File: config.mk
export PLATFORM = sky130hd
export DESIGN_NAME = match_timer
export DESIGN_NICKNAME = d
export VERILOG_FILES = /design/src/rtl/match_timer_pkg.sv /design/src/rtl/match_timer_streak.sv /design/src/rtl/match_timer.sv
export SDC_FILE = /design/constraint.sdc
export NUM_CORES = 1
export LEC_CHECK = 0
export ABC_AREA = 1
export BUFFER_PORTS_ARGS = -buffer_cell sky130_fd_sc_hd__buf_2
export CAP_MARGIN = 5
export CORE_ASPECT_RATIO = 2
export CORE_UTILIZATION = 43
export CTS_BUF_LIST = sky130_fd_sc_hd__clkbuf_16
export CTS_CLUSTER_SIZE = 16
export DETAILED_ROUTE_END_ITERATION = 10
export PLACE_DENSITY = 0.78
export SLEW_MARGIN = 20
export SYNTH_ARGS = -nofsm -noshare
export SYNTH_HDL_FRONTEND = slang
export SYNTH_SLANG_ARGS = --single-unit
File: constraint.sdc
create_clock -name clk -period 2.5 [get_ports clk]
set_input_delay 0.75 -clock clk [delete_from_list [all_inputs] [get_ports clk]]
set_output_delay 0.75 -clock clk [all_outputs]
set_load 0.01 [all_outputs]
File: src/rtl/match_timer_pkg.sv
`default_nettype none
// ============================================================================
// Module  : match_timer_pkg
// Brief   : State encoding shared by the match_timer search FSM.
// Revision: 1.0
// ============================================================================
package match_timer_pkg;

    localparam int STATE_W = 2;

    typedef enum logic [STATE_W-1:0] {
        S_IDLE = 2'd0,
        S_RUN  = 2'd1,
        S_DONE = 2'd2
    } state_t;

endpackage
`default_nettype wire

File: src/rtl/match_timer_streak.sv
`default_nettype none
// ============================================================================
// Module  : streak_counter
// Brief   : Counts consecutive equal samples; flags the sample completing a run.
// Revision: 1.0
// ============================================================================
module streak_counter #(
    parameter int MATCH_RUN = 1,
    parameter int SW        = $clog2(MATCH_RUN + 1)
) (
    input  logic          clk,
    input  logic          rst,
    input  logic          clr,
    input  logic          en,
    input  logic          eq,
    output logic [SW-1:0] streak,
    output logic          reached
);

    localparam logic [SW:0]   c_run_w = (SW + 1)'(MATCH_RUN);
    localparam logic [SW-1:0] c_run   = SW'(MATCH_RUN);

    logic [SW-1:0] r_streak;
    logic [SW:0]   w_inc;

    assign w_inc   = {1'b0, r_streak} + 1'b1;
    assign reached = eq && (w_inc == c_run_w);
    assign streak  = r_streak;

    // Saturate at MATCH_RUN so the count stays bounded once a run completes.
    always_ff @(posedge clk or negedge rst) begin
        if (!rst) begin
            r_streak <= '0;
        end else if (clr) begin
            r_streak <= '0;
        end else if (en) begin
            if (!eq)
                r_streak <= '0;
            else if (r_streak != c_run)
                r_streak <= w_inc[SW-1:0];
        end
    end

endmodule
`default_nettype wire

File: src/rtl/match_timer.sv
`default_nettype none
// ============================================================================
// Module  : match_timer
// Brief   : Watches a registered value for a held match or a cycle timeout.
// Revision: 1.0
// ============================================================================
module match_timer
    import match_timer_pkg::*;
#(
    parameter int WIDTH     = 32,
    parameter int CNT_W     = 16,
    parameter int MATCH_RUN = 1
) (
    input  logic             clk,
    input  logic             rst,
    input  logic             start,
    input  logic [WIDTH-1:0] target,
    input  logic [WIDTH-1:0] data_in,
    input  logic [CNT_W-1:0] timeout,
    output logic             busy,
    output logic             hit,
    output logic             timed_out,
    output logic [CNT_W-1:0] cycles,
    output logic             done
);

    localparam int            SW    = $clog2(MATCH_RUN + 1);
    localparam logic [SW-1:0] c_run = SW'(MATCH_RUN);

    state_t           r_state, w_state_nxt;
    logic             r_busy, w_busy_nxt;
    logic             r_hit, w_hit_nxt;
    logic             r_timed_out, w_timed_out_nxt;
    logic [CNT_W-1:0] r_cycles, w_cycles_nxt;
    logic             r_done, w_done_nxt;
    logic             w_clr;
    logic             w_en;
    logic             w_eq;
    logic             w_reached;
    logic [SW-1:0]    w_streak;
    logic [CNT_W:0]   w_cyc_inc;
    logic [CNT_W-1:0] w_cyc_sat;
    logic             w_tmo;

    assign w_eq      = (data_in == target);
    assign w_en      = (r_state == S_RUN);
    assign w_cyc_inc = {1'b0, r_cycles} + 1'b1;
    assign w_cyc_sat = w_cyc_inc[CNT_W] ? r_cycles : w_cyc_inc[CNT_W-1:0];
    // Compare against the unsaturated count so a full-scale timeout still fires.
    assign w_tmo     = (timeout != '0) && (w_cyc_inc >= {1'b0, timeout});

    streak_counter #(
        .MATCH_RUN (MATCH_RUN),
        .SW        (SW)
    ) u_streak (
        .clk     (clk),
        .rst     (rst),
        .clr     (w_clr),
        .en      (w_en),
        .eq      (w_eq),
        .streak  (w_streak),
        .reached (w_reached)
    );

    always_ff @(posedge clk or negedge rst) begin
        if (!rst) begin
            r_state     <= S_IDLE;
            r_busy      <= 1'b0;
            r_hit       <= 1'b0;
            r_timed_out <= 1'b0;
            r_cycles    <= '0;
            r_done      <= 1'b0;
        end else begin
            r_state     <= w_state_nxt;
            r_busy      <= w_busy_nxt;
            r_hit       <= w_hit_nxt;
            r_timed_out <= w_timed_out_nxt;
            r_cycles    <= w_cycles_nxt;
            r_done      <= w_done_nxt;
        end
    end

    always_comb begin
        w_state_nxt     = r_state;
        w_busy_nxt      = r_busy;
        w_hit_nxt       = r_hit;
        w_timed_out_nxt = r_timed_out;
        w_cycles_nxt    = r_cycles;
        w_done_nxt      = 1'b0;
        w_clr           = 1'b0;
        case (r_state)
            S_IDLE, S_DONE: begin
                if (start) begin
                    w_state_nxt     = S_RUN;
                    w_busy_nxt      = 1'b1;
                    w_hit_nxt       = 1'b0;
                    w_timed_out_nxt = 1'b0;
                    w_cycles_nxt    = '0;
                    w_clr           = 1'b1;
                end
            end
            S_RUN: begin
                w_cycles_nxt = w_cyc_sat;
                // A match on the final allowed sample takes priority over timeout.
                if (w_reached) begin
                    w_state_nxt = S_DONE;
                    w_busy_nxt  = 1'b0;
                    w_hit_nxt   = 1'b1;
                    w_done_nxt  = 1'b1;
                end else if (w_tmo) begin
                    w_state_nxt     = S_DONE;
                    w_busy_nxt      = 1'b0;
                    w_timed_out_nxt = 1'b1;
                    w_done_nxt      = 1'b1;
                end
            end
            default: begin
                w_state_nxt = S_IDLE;
                w_busy_nxt  = 1'b0;
            end
        endcase
    end

    a_streak_bound: assert property (@(posedge clk) disable iff (!rst) w_streak <= c_run);

    assign busy      = r_busy;
    assign hit       = r_hit;
    assign timed_out = r_timed_out;
    assign cycles    = r_cycles;
    assign done      = r_done;

endmodule
`default_nettype wire
==> results.yml <==
grt:
  met2_usage_pct: 45.4
  global_route.usage.met3_pct: 1.62
  grt_overflow: 0
  grt_max_degree: 24
  globalRouteTotalUtil_pct: 22.6
  grt_util_met1_pct: 18.5
  antenna_found_initial: 0
  first_global_vias: 2471
  grt_pass1_wl_um: 9360
  grt_busiest_layer: "met2"
clock_network:
  cts_root_buf: "clkbuf_16"
  ctsHtreeMaxLevel: 1
  cts_tree: "yes"
  cts_buffers: 3
  ctsLongestPathBuffers: 2
  clk_latency_ns: 0.26
  cts.sinks: 23
  clk_pin_slew_ns: 0.06
power:
  powerDensity_nw_per_um2: 839
  p_leak_nw: 1.92
  ir_worst_vdd_mv: 0.474
status:
  violations: "setup timing"
  status: "complete, but fails checks"
finish:
  fin_nets: 561
  antennaDiodeCount: 0
  post-route-util_pct: 66.1
  fin_cells: 517
  drive_gt1_share_pct: 38.0
  syn_to_final_growth_pct: 46.4
timing:
  hold-worst-slack_ns: 0.449
  period_minus_slack_ns: 2.65
  max_freq_mhz: 377
  period_share_pct: 106
  relSlewSlack_pct: 65.8
  worst_pin_slew_ns: 0.512
  slew_violations: 0
  setup_violations: 5
  rsz0062_at_grt: "true"
  hold_viol: 0
  skew_ns: 0.00453
  timing.final.ws_setup_ns: -0.152
worst_setup_path:
  r2r_cells: 17
  reg2reg_to: "busy$_DFFE_PN0P_"
  cp.arrival_ns: 2.81
  criticalPathCategory: "reg -> reg"
  r2r_slack_ns: -0.15
  crit_required_ns: 2.65
  end_kind: "register"
  rr_startpoint: "cycles[1]$_DFFE_PN0P_"
  startpoint_type: "register"
  critPathMaxFanout: 4
min_path:
  hold_class: "in -> async"
floorplan:
  initial_core_util_pct: 45.1
  die_h_um: 104
  rows: 36
  design.core.area_um2: 4910
  io_pins: 103
  die_width_um: 52.8
  die-area_um2: 5460
synth:
  synthArstFlopShare_pct: 100
  yosysSeqAreaShare_pct: 26.0
  synth_nets: 425
  ys_ff_latch: 23
  synth_area_um2: 2220
  syn_avg_cell_area_um2: 6.82
  synth_cells: 325
  synth_edf_count: 0
  synthFlopType: "dfrtp_1"
  synthDistinctLibCells: 28
  yosysWarnings: 0
drt:
  drt-pass1-iter-count: 6
  num_vias: 2497
  wl_um: 5910
  drc_errors: 0
  wl_per_cell_um: 11.4
  postRouteAntennaNets: 0
  first_iter_violations: 46
  routed_via_density: 4.83
placement:
  port_buffers: 102
  hpwl_um: 4810
  gp_congestion: 0.934
  dp_cells: 497
flow_run:
  maxCapViolations: 0
timing repair:
| item | CTS | global route |
|---|---|---|
| resized for setup | 3 | 26 |
| hold buffers | 0 | 0 |
| buffers inserted | 6 | 10 |
| pin swaps | 1 | 23 |
| setup endpoints to repair | 5 | 5 |
final cells by class:
type	instances	area (um2)
Multi-Input combinational cell	231	1520
Timing Repair Buffer	132	736
Tap cell	57	71.3
Inverter	70	263
Clock buffer	3	75.1
Clock inverter	1	5.00
Sequential cell	23	577
Fill cell	413	1670
through the flow:
stage                     setup TNS, ns  cell area (um2)  total power (W)  worst slack [ns]
after floorplan                       0             2220          0.00151            0.0338
after CTS                       -0.0281             3030          0.00249           -0.0281
after global placement          -0.0162             2890          0.00202           -0.0162
final                            -0.517             3240          0.00272            -0.152
after global routing              -1.36             3240          0.00293            -0.315
after detailed placement         -0.299             2890          0.00206            -0.123
flip-flops by register name, indices dropped and copies added, names as in the netlist:
name,cells
busy,1
cycles,16
done,1
hit,1
r_state,2
timed_out,1
u_streak.streak,1
critical path, stage by stage, from the launching register on:
cell and delay, ns:
dfrtp_1 0.41, ha_4 0.17, nand3_4 0.07, nor2_4 0.14
nand3_4 0.14, nor3_4 0.19, xor2_1 0.23, inv_1 0.11
ha_4 0.29, nand2_4 0.06, nor4_4 0.27, nand2_1 0.08
nand3_1 0.10, nand2_2 0.08, nand3_2 0.07, nand2_1 0.05
nand2_1 0.05, nand2_1 0.04
routing by layer:
layer	vias to the layer above	share of wire, %
met2	96	58
met1	1117	33
met4	0	4.8
met5	-	0
met3	22	4.0
li1	1262	-
report_power, final:
group          internal [W]  switching [W]
logic              0.000752       0.000956
registers          0.000518       0.000140
clock network      0.000216       0.000140
total               0.00149        0.00124
worst max path at each step:
stage	from	endpoint	slack (ns)	cells after the start
2_1_floorplan	cycles[0]$_DFFE_PN0P_	busy$_DFFE_PN0P_	0.03	19
3_3_place_gp	cycles[0]$_DFFE_PN0P_	busy$_DFFE_PN0P_	-0.02	19
3_5_place_dp	cycles[0]$_DFFE_PN0P_	busy$_DFFE_PN0P_	-0.12	19
4_1_cts	cycles[0]$_DFFE_PN0P_	busy$_DFFE_PN0P_	-0.03	19
5_1_grt	cycles[1]$_DFFE_PN0P_	busy$_DFFE_PN0P_	-0.31	17
6_report	cycles[1]$_DFFE_PN0P_	busy$_DFFE_PN0P_	-0.15	17
Yosys cell counts, drive strengths merged (2+ instances only):
master	instances	share of area, %
inv	70	12
nor3	3	0.68
a22o	2	0.79
nand4	2	0.56
o21ai	9	2.2
nand2	100	18
a21oi	5	1.1
xor2	13	5.5
dfrtp	23	26
ha	17	9.6
nor2	30	6.4
o22ai	5	1.4
xnor2	23	9.1
nand3	13	3.7
nor4	6	1.7
layout by cell type, fill, tap and decap left out:
cell type,netlist,routed
a21oi_1,5,5
nand2_4,1,2
nor4_2,0,1
a21o_1,1,1
xor2_2,1,3
nor4_1,6,4
nand3b_1,1,1
nand3_1,11,7
nor2_2,3,5
o21ai_1,4,4
buf_2,0,102
nor4_4,0,1
nor3_4,0,1
ha_1,17,14
nor2_4,3,5
nand2_2,5,9
clkinv_2,0,1
ha_4,0,3
o21ai_2,1,1
nand3_2,1,4
inv_1,70,69
inv_2,0,1
nand3_4,1,2
o31ai_1,1,1
o21ai_0,4,4
nand2_1,94,89
dfrtp_1,23,22
nor3_1,3,2
buf_4,0,30
nor2_1,24,20
dfrtp_2,0,1
clkbuf_16,0,3
a22o_1,2,2
o22ai_1,5,5
xnor2_1,23,23
xor2_1,12,10
nand4_1,2,2
cell families after synthesis:
group                    Yosys count  share of synthesized area (%)
buffers and inverters             71                           12.4
XOR/XNOR                          36                           14.6
flip-flops                        23                           26.0
AO/OA/AOI/OAI                     23                           6.21
AND/OR/NAND/NOR                  155                           31.3
adder cells (fa/ha/maj)           17                           9.60
(Power assumes the default switching activity.)
